File: src/rtl/robot_nav.sv
// robot_nav: wall-following navigator with per-sensor debouncing, a timed-turn FSM
// and abort to STUCK after too many turns made without wall contact.
module robot_nav #(
    parameter int DEB_CYCLES  = 2,
    parameter int TURN_CYCLES = 4,
    parameter int MAX_TURNS   = 3
) (
    input  logic       clk,
    input  logic       reset,
    input  logic       enable,
    input  logic       side_sel,
    input  logic       front_sensor,
    input  logic       left_sensor,
    input  logic       right_sensor,
    output logic       front,
    output logic       turn,
    output logic       turn_dir,
    output logic       stuck,
    output logic [2:0] state_o
);
    typedef enum logic [2:0] {
        IDLE        = 3'd0,
        NO_ENTRY    = 3'd1,
        WALL_ENTRY  = 3'd2,
        FRONT_ENTRY = 3'd3,
        CORNER      = 3'd4,
        STUCK       = 3'd5
    } state_t;

    state_t     state, tgt, state_nx;
    logic [2:0] raw, filt;
    logic [7:0] timer;
    logic [3:0] turn_cnt, cnt_eff;
    logic       side, f, w, timer_done, entering, to_stuck;

    assign raw = {front_sensor, left_sensor, right_sensor};

    for (genvar g = 0; g < 3; g++) begin : g_deb
        logic [7:0] cnt;
        logic       q;
        always_ff @(posedge clk)
            if (reset) begin
                q   <= 1'b0;
                cnt <= 8'd0;
            end else if (raw[g] == q) begin
                cnt <= 8'd0;
            end else if (cnt == 8'(DEB_CYCLES - 1)) begin
                q   <= ~q;
                cnt <= 8'd0;
            end else begin
                cnt <= cnt + 8'd1;
            end
        assign filt[g] = q;
    end

    assign f          = filt[2];
    assign w          = side ? filt[0] : filt[1];
    assign timer_done = timer == 8'(TURN_CYCLES - 1);
    // WALL_ENTRY continuously clears the turn count, so a turn leaving it starts from zero
    assign cnt_eff    = state == WALL_ENTRY ? 4'd0 : turn_cnt;

    always_comb begin
        tgt = state;
        case (state)
            IDLE:        tgt = NO_ENTRY;
            NO_ENTRY:    tgt = f ? FRONT_ENTRY : w ? WALL_ENTRY : NO_ENTRY;
            WALL_ENTRY:  tgt = (f && w) ? FRONT_ENTRY : w ? WALL_ENTRY : CORNER;
            FRONT_ENTRY: tgt = (!timer_done || f) ? FRONT_ENTRY : w ? WALL_ENTRY : NO_ENTRY;
            CORNER:      tgt = timer_done ? NO_ENTRY : CORNER;
            STUCK:       tgt = STUCK;
            default:     tgt = IDLE;
        endcase
    end

    assign entering = (tgt == FRONT_ENTRY || tgt == CORNER) && tgt != state;
    assign to_stuck = entering && cnt_eff == 4'(MAX_TURNS - 1);
    assign state_nx = !enable ? IDLE : to_stuck ? STUCK : tgt;

    always_ff @(posedge clk)
        if (reset) begin
            state    <= IDLE;
            timer    <= 8'd0;
            turn_cnt <= 4'd0;
            side     <= 1'b0;
        end else begin
            state <= state_nx;
            if (state == IDLE && enable)
                side <= side_sel;
            if (!enable) begin
                timer    <= 8'd0;
                turn_cnt <= 4'd0;
            end else if (entering && !to_stuck) begin
                timer    <= 8'd0;
                turn_cnt <= cnt_eff + 4'd1;
            end else begin
                timer    <= timer_done ? timer : timer + 8'd1;
                turn_cnt <= cnt_eff;
            end
        end

    assign front    = state == NO_ENTRY || state == WALL_ENTRY;
    assign turn     = state == FRONT_ENTRY || state == CORNER;
    assign turn_dir = state == FRONT_ENTRY ? ~side : state == CORNER ? side : 1'b0;
    assign stuck    = state == STUCK;
    assign state_o  = state;
endmodule

File: config.mk
export PLATFORM = sky130hd
export DESIGN_NAME = robot_nav
export DESIGN_NICKNAME = d
export VERILOG_FILES = /design/src/rtl/robot_nav.sv
export SDC_FILE = /design/constraint.sdc
export NUM_CORES = 1
export LEC_CHECK = 0
export BUFFER_PORTS_ARGS = -buffer_cell sky130_fd_sc_hd__clkbuf_2
export CELL_PAD_IN_SITES_DETAIL_PLACEMENT = 0
export CELL_PAD_IN_SITES_GLOBAL_PLACEMENT = 1
export CORE_UTILIZATION = 49
export DETAILED_ROUTE_END_ITERATION = 12
export PLACE_DENSITY = 0.94
export SYNTH_ARGS = -nofsm -noshare
export SYNTH_HDL_FRONTEND = slang
export SYNTH_SLANG_ARGS = --single-unit
File: constraint.sdc
create_clock -name clk -period 3.72 [get_ports clk]
set_input_delay 0.186 -clock clk [delete_from_list [all_inputs] [get_ports clk]]
set_output_delay 0.186 -clock clk [all_outputs]
set_load 0.005 [all_outputs]
# == Yosys cells after proc, flatten, opt, wreduce, memory -nomap -nowiden ==
# Index checks and enable logic that the tools add are counted.
# Widths: inputs -> output; s select.
# op_classes
addsub,5
n_bitwise,8
n_shift,0
mux,13
eq_ne,16
div_mod_pow,0
n_reduce_logical,21
multipliers,0
magnitude_cmp,0
# ops
operator,count
$add 8x1->8 const B,4
$eq 8x1->1 const B,3
$pmux 3 s6,1
$mux 3,5
$reduce_or 3->1,5
$eq 3x2->1 const B,3
$eq 3x3->1 const B,3
$eq 8x2->1 const B,1
$mux 4,2
$not 1->1,8
$reduce_and 2->1,3
$logic_and 1x1->1,5
$add 4x1->4 const B,1
$eq 4x2->1 const B,1
$logic_or 1x1->1,4
$mux 2,2
$eq 1x1->1,3
$eq 3x1->1 const B,1
$logic_not 3->1,1
$mux 1,3
$ne 3x3->1,1
$logic_not 1->1,2
$reduce_or 2->1,1
# totals
ram_bits,0
wordCells,74
rom_bits,0
latch_bits,0
output_inout_bits,7
regBits,43
inputBits,7
memories,0

# == Logic depth before layout (Yosys ltp) ==
# Gate-level depths: netlist of run 1.
# depth
depth_word,12
ltp_mapped,8
ltp_nobuf,7

# == Least setup slack after synthesis of run 1 ==
# OpenSTA, ideal clock, no wires.
# synth_path
kind,flip-flop to flip-flop
startpoint,register state[0] (netlist: state_o[0])
endpoint,register turn_cnt[0]
synth_period_minus_slack_ns,1.985
path_slack_ns,1.735
path_stages_with_launch,8
arrival_time_ns,1.864
n_path_buf,1
setup_ns,0.121
required_time_ns,3.599
cell_sequence,dfxtp_1 > buf_4 > or3b_1 > and2_1 > ha_1 > o21ai_2 > a21boi_4 > mux2_2
# synth_between
elab_chain_cells,9
word_cells_on_any_way,19
classes_between,1 x add/sub; 9 x eq/ne; 3 x mux; 6 x reduce/logical
# synth_rtl
element,line,text
from (decl),30,"state_t state, tgt, state_nx;"
from (signal assigned),86,state <= state_nx;
$eq 3x3->1 (tied with other cells),64,case (state)
$pmux 3 s6,64,
$eq 3x2->1 or $eq 3x3->1 (tied branches),75,assign entering = (tgt == FRONT_ENTRY || tgt == CORNER) && tgt != state;
$logic_or 1x1->1,75,
$logic_and 1x1->1,75,
$logic_and 1x1->1,76,assign to_stuck = entering && cnt_eff == 4'(MAX_TURNS - 1);
$logic_not 1->1,92,end else if (entering && !to_stuck) begin
$logic_and 1x1->1,92,
$mux 4 *,92,
to (signal assigned),94,turn_cnt <= cnt_eff + 4'd1;
to (signal assigned),97,turn_cnt <= cnt_eff;
to (decl),33,"logic [3:0] turn_cnt, cnt_eff;"
# Mark *: on every way between the ends. The rest lies on a longest branch, timed or not.
# A chain may end at the register's enable or synchronous reset.

# == Worst setup path after layout of run 1 ==
# layout_path
startpoint,register state[1] (netlist: state_o[1])
endpoint,register turn_cnt[0]
# Same word-level chain as after synthesis.

==> results of run 1 <==
==> area by class of cell <==
cell class	count	area [sq um]
fill	387	1800
clock buffer	6	72.6
clock inverter	2	12.5
timing repair buffer	13	65.1
sequential	43	861
tap	50	62.6
inverter	7	26.3
multi-input combinational	182	1220
==> flip-flops by register name, summed over array words and instances (netlist names) <==
name / cells
g_deb.cnt: 24
timer: 8
turn_cnt: 4
state_o: 3
g_deb.q: 2
f: 1
side: 1
==> routing by layer <==
layer  share of wire  vias up  wire [microns]  track usage
li1                -      842               -            -
met1            0.49      700            1750        0.210
met2            0.45       23            1600        0.287
met3           0.047        2             167       0.0750
met4          0.0076        0              27       0.0625
met5               0        -               0            0
==> stage by stage <==
stage / setup slack (ns) / std cells / area (sq um) / power [mW] / hold WS (ns)
floorplan: 1.74 / 240 / 2160 / 0.542 / 0.333
global placement: 1.42 / 295 / 2230 / 0.556 / 0.438
detailed placement: 1.36 / 295 / 2230 / 0.557 / 0.444
CTS: 1.32 / 303 / 2320 / 0.842 / 0.130
global route: 1.21 / 303 / 2320 / 0.873 / 0.121
finish: 1.33 / 303 / 2320 / 0.826 / 0.135
==> how the worst max path moves through the flow <==
stage	depth (start not counted)	end	from
2_1_floorplan	7	turn_cnt[0]	state_o[0]
3_3_place_gp	6	turn_cnt[0]	state_o[1]
3_5_place_dp	6	turn_cnt[0]	state_o[1]
4_1_cts	6	turn_cnt[0]	state_o[1]
5_1_grt	6	turn_cnt[0]	state_o[1]
6_report	6	turn_cnt[0]	state_o[1]
==> power by group <==
part	switching [mW]	total, mW	internal, mW
logic	0.0341	0.0595	0.0254
clock network	0.149	0.280	0.131
registers	0.0161	0.486	0.470
==> Yosys cell counts (2+ instances only) <==
library cell / count / area share
a211oi_1: 2 / 0.0070
xor2_1: 22 / 0.089
a41oi_1: 2 / 0.0081
nor2_1: 37 / 0.064
ha_1: 9 / 0.052
nor4b_1: 4 / 0.016
buf_6: 2 / 0.010
and2_1: 2 / 0.0058
nand3_1: 23 / 0.053
dfxtp_1: 43 / 0.40
xnor2_1: 8 / 0.032
o21ai_0: 3 / 0.0070
nor3_2: 8 / 0.037
nand3b_1: 2 / 0.0070
o21ai_2: 2 / 0.0081
a21oi_1: 4 / 0.0093
nand2_1: 20 / 0.035
buf_2: 4 / 0.0093
inv_1: 7 / 0.012
nor3_1: 4 / 0.0093
nand2b_1: 2 / 0.0058
and3_1: 8 / 0.023
mux2i_1: 3 / 0.014
==> worst max-delay path, delay by kind of cell, from the launching register on <==
kind	cells	cell delay, ns
adders and majority gates	1	0.21
AOI/OAI and AO/OA	2	0.54
and+or+nand+nor	2	0.63
DFF	1	0.52
muxes	1	0.38
==> layout by cell type (no fill, tap or decap), drive strengths merged, types with 5 or more instances in the layout <==
cell type | netlist | routed
inv | 7 | 7
xor2 | 22 | 22
o21ai | 5 | 5
clkbuf | 1 | 19
xnor2 | 8 | 8
nand3 | 23 | 23
nor3 | 12 | 12
dfxtp | 43 | 43
ha | 9 | 9
nor2 | 37 | 37
and3 | 8 | 8
nand2 | 20 | 20
==> cell families after synthesis <==
logic type / synth area share
AO/OA/AOI/OAI: 0.0731
XOR/XNOR: 0.122
buffers and inverters: 0.0371
flip-flops: 0.399
adder cells (fa/ha/maj): 0.0522
AND/OR/NAND/NOR: 0.291
multiplexers: 0.0255
==> impl_metrics.py, run 1 <==
metrics = {
    "clocking": {
        "cts.repair.resized": 0,
        "postCtsSetupRepairBufs": 0,
        "cts.htree.levels": 2,
        "clk_pin_slew_ns": 0.08,
        "numCtsBuffers": 5,
        "clkLatencyLatePin_ns": 0.29,
        "clock-root-buffer": "clkbuf_8",
        "cts_tree": "done",
        "cts.sinks": 43,
        "cts.path.max_buffers": 2,
        "cts_hold_buf": 0,
    },
    "sta": {
        "final.setup.tns_ns": 0,
        "fin_skew_ns": 0.00965,
        "worst_pin_slew_ns": 0.806,
        "rsz0062_at_grt": "no",
        "maxSlewViolCount": 0,
        "clock.fmax_ghz": 0.418,
        "hold_violations": 0,
        "finalSetupViolCount": 0,
        "period_share": 0.642,
        "min_period_ns": 2.39,
        "max_slew_margin": 0.462,
    },
    "floorplanning": {
        "num_rows": 23,
        "coreArea_sq_um": 4120,
        "dieHeight_microns": 68.4,
        "ios": 14,
        "fp.dieW_microns": 68.4,
        "die_area_sq_um": 4670,
        "start_util": 0.524,
    },
    "logic_synthesis": {
        "synth_seq_cells": 43,
        "postSynthCellCount": 240,
        "async_flop_share": 0,
        "seq_area_frac_synth": 0.399,
        "yosysWarnings": 0,
        "synth_edf_count": 0,
        "avgSynthCellArea_sq_um": 8.99,
        "syn_area_sq_um": 2160,
        "synth_cell_types": 42,
        "synth_ff_type": "dfxtp_1",
        "synth_nets": 256,
    },
    "grt": {
        "grt_max_degree": 19,
        "grt_overflow_total": 0,
        "grtUsageTotal": 0.178,
        "grt_pass1_vias": 1457,
        "antenna_found_initial": 0,
        "grt_pass1_wl_mm": 6.07,
    },
    "worst_setup_path": {
        "r2r_setup_slack_ns": 1.33,
        "worstPathCellList": "or3b_1 > and2_1 > ha_1 > o21ai_2 > a21boi_4 > mux2_2",
        "cp.required_ns": 3.90,
        "worstReg2RegStart": "state_o[1]",
        "cp_slowest_cell": "dfxtp_1",
        "r2r_cells": 6,
        "cpPeakStageDelay_ns": 0.52,
        "worstReg2RegEnd": "turn_cnt[0]",
        "critical_path_class": "reg2reg",
        "cp-end-kind": "register",
        "crit_fanout": 11,
        "worst_setup_path_start_kind": "register",
        "crit_arrival_ns": 2.57,
    },
    "routing": {
        "first_iter_violations": 69,
        "drc": 0,
        "detail-route-antenna-nets": 0,
        "vias": 1567,
        "drtPass1Iterations": 5,
        "wire_per_inst_microns": 11.7,
        "wirelength_mm": 3.54,
        "via_per_inst": 5.17,
    },
    "cells_and_area": {
        "drive_gt1_frac": 0.142,
        "antennaDiodeCount": 0,
        "syn_to_final_growth_pct": 7.37,
        "final_util": 0.563,
        "fin_nets": 268,
    },
    "power_and_ir_drop": {
        "leakage_nw": 0.901,
        "ir_worst_vdd_v": 0.000327,
        "power_density_nw_per_um2": 357,
    },
    "hold_path": {
        "hold_class": "in2reg",
        "worstHoldStart": "side_sel",
        "hold-path-endpoint": "side",
        "hold_path_depth": 3,
    },
    "placement": {
        "dp_hpwl_mm": 2.59,
        "io_buffers": 13,
        "gp_congestion": 0.794,
    },
    "status": {
        "outcome": "complete, no violations",
    },
    "flow_run": {
        "drv_cap": 0,
    },
}
Note: power is estimated with default switching activity, not from simulation.
==> run 2: changes to the inputs <==
--- a/config.mk
+++ b/config.mk
@@ -5,12 +5,13 @@
 export SDC_FILE = /design/constraint.sdc
 export NUM_CORES = 1
 export LEC_CHECK = 0
+export ABC_AREA = 1
 export BUFFER_PORTS_ARGS = -buffer_cell sky130_fd_sc_hd__clkbuf_2
 export CELL_PAD_IN_SITES_DETAIL_PLACEMENT = 0
 export CELL_PAD_IN_SITES_GLOBAL_PLACEMENT = 1
-export CORE_UTILIZATION = 49
+export CORE_UTILIZATION = 39
 export DETAILED_ROUTE_END_ITERATION = 12
-export PLACE_DENSITY = 0.94
+export PLACE_DENSITY = 0.85
 export SYNTH_ARGS = -nofsm -noshare
 export SYNTH_HDL_FRONTEND = slang
 export SYNTH_SLANG_ARGS = --single-unit
==> constraint.sdc (replaced) <==
create_clock -name clk -period 2.15 [get_ports clk]
set_input_delay 0.1075 -clock clk [delete_from_list [all_inputs] [get_ports clk]]
set_output_delay 0.1075 -clock clk [all_outputs]
set_load 0.005 [all_outputs]
==> impl_metrics.py, run 2 <==
metrics = {
    "grt": {
        "grt_overflow_total": 0,
        "grt_pass1_wl_mm": 7.13,
        "grt_pass1_vias": 1668,
        "antenna_found_initial": 0,
        "grtUsageTotal": 0.151,
        "grt_max_degree": 15,
    },
    "placement": {
        "io_buffers": 13,
        "post-place-cells": 382,
        "dpl_cell_area_sq_um": 2330,
        "dp_hpwl_mm": 3.16,
        "gp_congestion": 0.826,
    },
    "clocking": {
        "cts.sinks": 43,
        "cts_hold_buf": 0,
        "postCtsSetupRepairBufs": 0,
        "clk_pin_slew_ns": 0.09,
        "clock-root-buffer": "clkbuf_8",
        "clkLatencyLatePin_ns": 0.29,
        "cts_tree": "done",
        "cts.repair.resized": 0,
        "cts.path.max_buffers": 2,
        "cts.htree.levels": 2,
        "numCtsBuffers": 5,
    },
    "floorplanning": {
        "num_rows": 26,
        "start_util": 0.415,
        "coreArea_sq_um": 5240,
        "fp.dieW_microns": 76.7,
        "dieHeight_microns": 76.7,
        "die_area_sq_um": 5880,
        "ios": 14,
    },
    "worst_setup_path": {
        "critical_path.top_delay_family": "flip-flops",
        "worstPathCellList": "inv_1 > nor3_1 > inv_1 > o21ai_0 > clkbuf_2",
        "cp.required_ns": 2.04,
        "crit_fanout": 6,
        "path_buf_inv": 3,
        "critical_path_class": "reg2out",
        "worst_setup_path_start_kind": "register",
        "cp-end-kind": "output pin",
        "cp_slowest_cell": "dfxtp_1",
        "crit_path_frequent_cell": "inv_1",
        "cpPeakStageDelay_ns": 0.45,
        "crit_arrival_ns": 1.59,
    },
    "power_and_ir_drop": {
        "ir_worst_vdd_v": 0.000288,
        "power_frac_seq": 0.569,
        "clkPwrFrac": 0.341,
        "power_density_nw_per_um2": 615,
        "p_comb_frac": 0.090,
        "power_mw": 1.49,
        "leakage_nw": 1.04,
        "p_int_mw": 1.10,
        "swShare": 0.262,
        "p_sw_mw": 0.390,
    },
    "logic_synthesis": {
        "yosysMostFrequentCell": "nand2_1",
        "seq_area_frac_synth": 0.396,
        "yosysWarnings": 0,
        "async_flop_share": 0,
        "yosys-top-cells-area": "dfxtp_1 40%, nand2_1 10%, inv_1 7.2%",
        "synth_nets": 315,
        "synth_top_area_cell": "dfxtp_1",
        "netlist_top_cells_count": "60 x nand2_1, 43 x dfxtp_1, 42 x inv_1, 35 x nor2_1, 22 x nand3_1",
        "avgSynthCellArea_sq_um": 7.28,
        "synth_cell_types": 30,
        "synth_ff_type": "dfxtp_1",
        "syn_area_sq_um": 2180,
        "synth_seq_cells": 43,
        "synth_edf_count": 0,
        "synth_top_area_frac": 0.396,
        "postSynthCellCount": 299,
    },
    "cells_and_area": {
        "final_util": 0.462,
        "final_area_sq_um": 2420,
        "antennaDiodeCount": 0,
        "layout_common_cells": "60 x nand2_1, 43 x dfxtp_1, 42 x inv_1",
        "largest_reg_flops": 24,
        "fin_nets": 335,
        "regMostFlops": "g_deb.cnt",
        "syn_to_final_growth_pct": 11.1,
        "drive_gt1_frac": 0.128,
        "fin_cells": 390,
        "reg_top3": "g_deb.cnt (24), timer (8), turn_cnt (4)",
        "mostFrequentLayoutCell": "nand2_1",
    },
    "sta": {
        "hold_violations": 0,
        "finalSetupViolCount": 0,
        "max_slew_margin": 0.685,
        "final.setup.tns_ns": 0,
        "min_period_ns": 1.69,
        "maxSlewViolCount": 0,
        "fin_skew_ns": 0.00659,
        "worst_pin_slew_ns": 0.468,
        "period_share": 0.788,
        "rsz0062_at_grt": "no",
        "clock.fmax_ghz": 0.590,
    },
    "hold_path": {
        "hold_class": "in2reg",
    },
    "routing": {
        "via_per_inst": 4.75,
        "detail-route-antenna-nets": 0,
        "wirelength_mm": 4.05,
        "wire_per_inst_microns": 10.4,
        "vias": 1851,
        "drtPass1Iterations": 4,
        "first_iter_violations": 73,
        "drc": 0,
    },
    "flow_run": {
        "drv_cap": 0,
    },
    "status": {
        "outcome": "complete, no violations",
    },
}
[run 2: routing by layer]
metal / share of wire / track usage / up-vias / wire (microns)
met5: 0 / 0 / - / 0
met4: 0.013 / 0.0577 / 0 / 51
li1: - / - / 1005 / -
met1: 0.49 / 0.186 / 818 / 1990
met2: 0.46 / 0.254 / 24 / 1860
met3: 0.035 / 0.0333 / 4 / 143
[run 2: area by class of cell]
class | count | area, sq um
inverters | 44 | 165
clock inverters | 3 | 20.0
fillers | 550 | 2820
clock buffers | 5 | 68.8
repair buffers | 13 | 65.1
well taps | 70 | 87.6
multi-input cells | 212 | 1150
flip-flops and latches | 43 | 861
[run 2: path summary, 6_finish.rpt]
check | from | endpoint | slack (ns) | depth (start not counted)
worst max register to register | state_o[2] | timer[7] | 0.53 | 8
worst max-delay path | state_o[2] | turn_dir | 0.46 | 5
worst min register to register | g_deb[0].cnt[0] | g_deb[0].cnt[0] | 0.48 | 1
worst min-delay path | side_sel | side | 0.1 | 3
[run 2: power by group through the flow]
stage	Clock [mW]	Sequential [mW]	Combinational, mW
floorplan	0	0.860	0.0996
global placement	0	0.864	0.134
detailed placement	0	0.865	0.133
CTS	0.533	0.846	0.134
global route	0.564	0.851	0.157
finish	0.506	0.846	0.133
[run 2: worst min-delay path: stages]
cell and delay (ns):
clkbuf_2 0.07, o21ai_0 0.07, a21oi_1 0.11
[run 2: logic make-up after synthesis]
group	Yosys count	share of synthesized area
DFF	43	0.396
AOI/OAI and AO/OA	31	0.0782
buffers and inverters	44	0.0759
and+or+nand+nor	163	0.362
xor gates and xnor gates	9	0.0362
adders and majority gates	9	0.0518
[run 2: through the flow]
step / hold slack (ns) / setup slack (ns)
floorplan: 0.287 / 0.722
detailed placement: 0.406 / 0.534
CTS: 0.0911 / 0.426
global placement: 0.411 / 0.602
global route: 0.130 / 0.278
finish: 0.0990 / 0.456
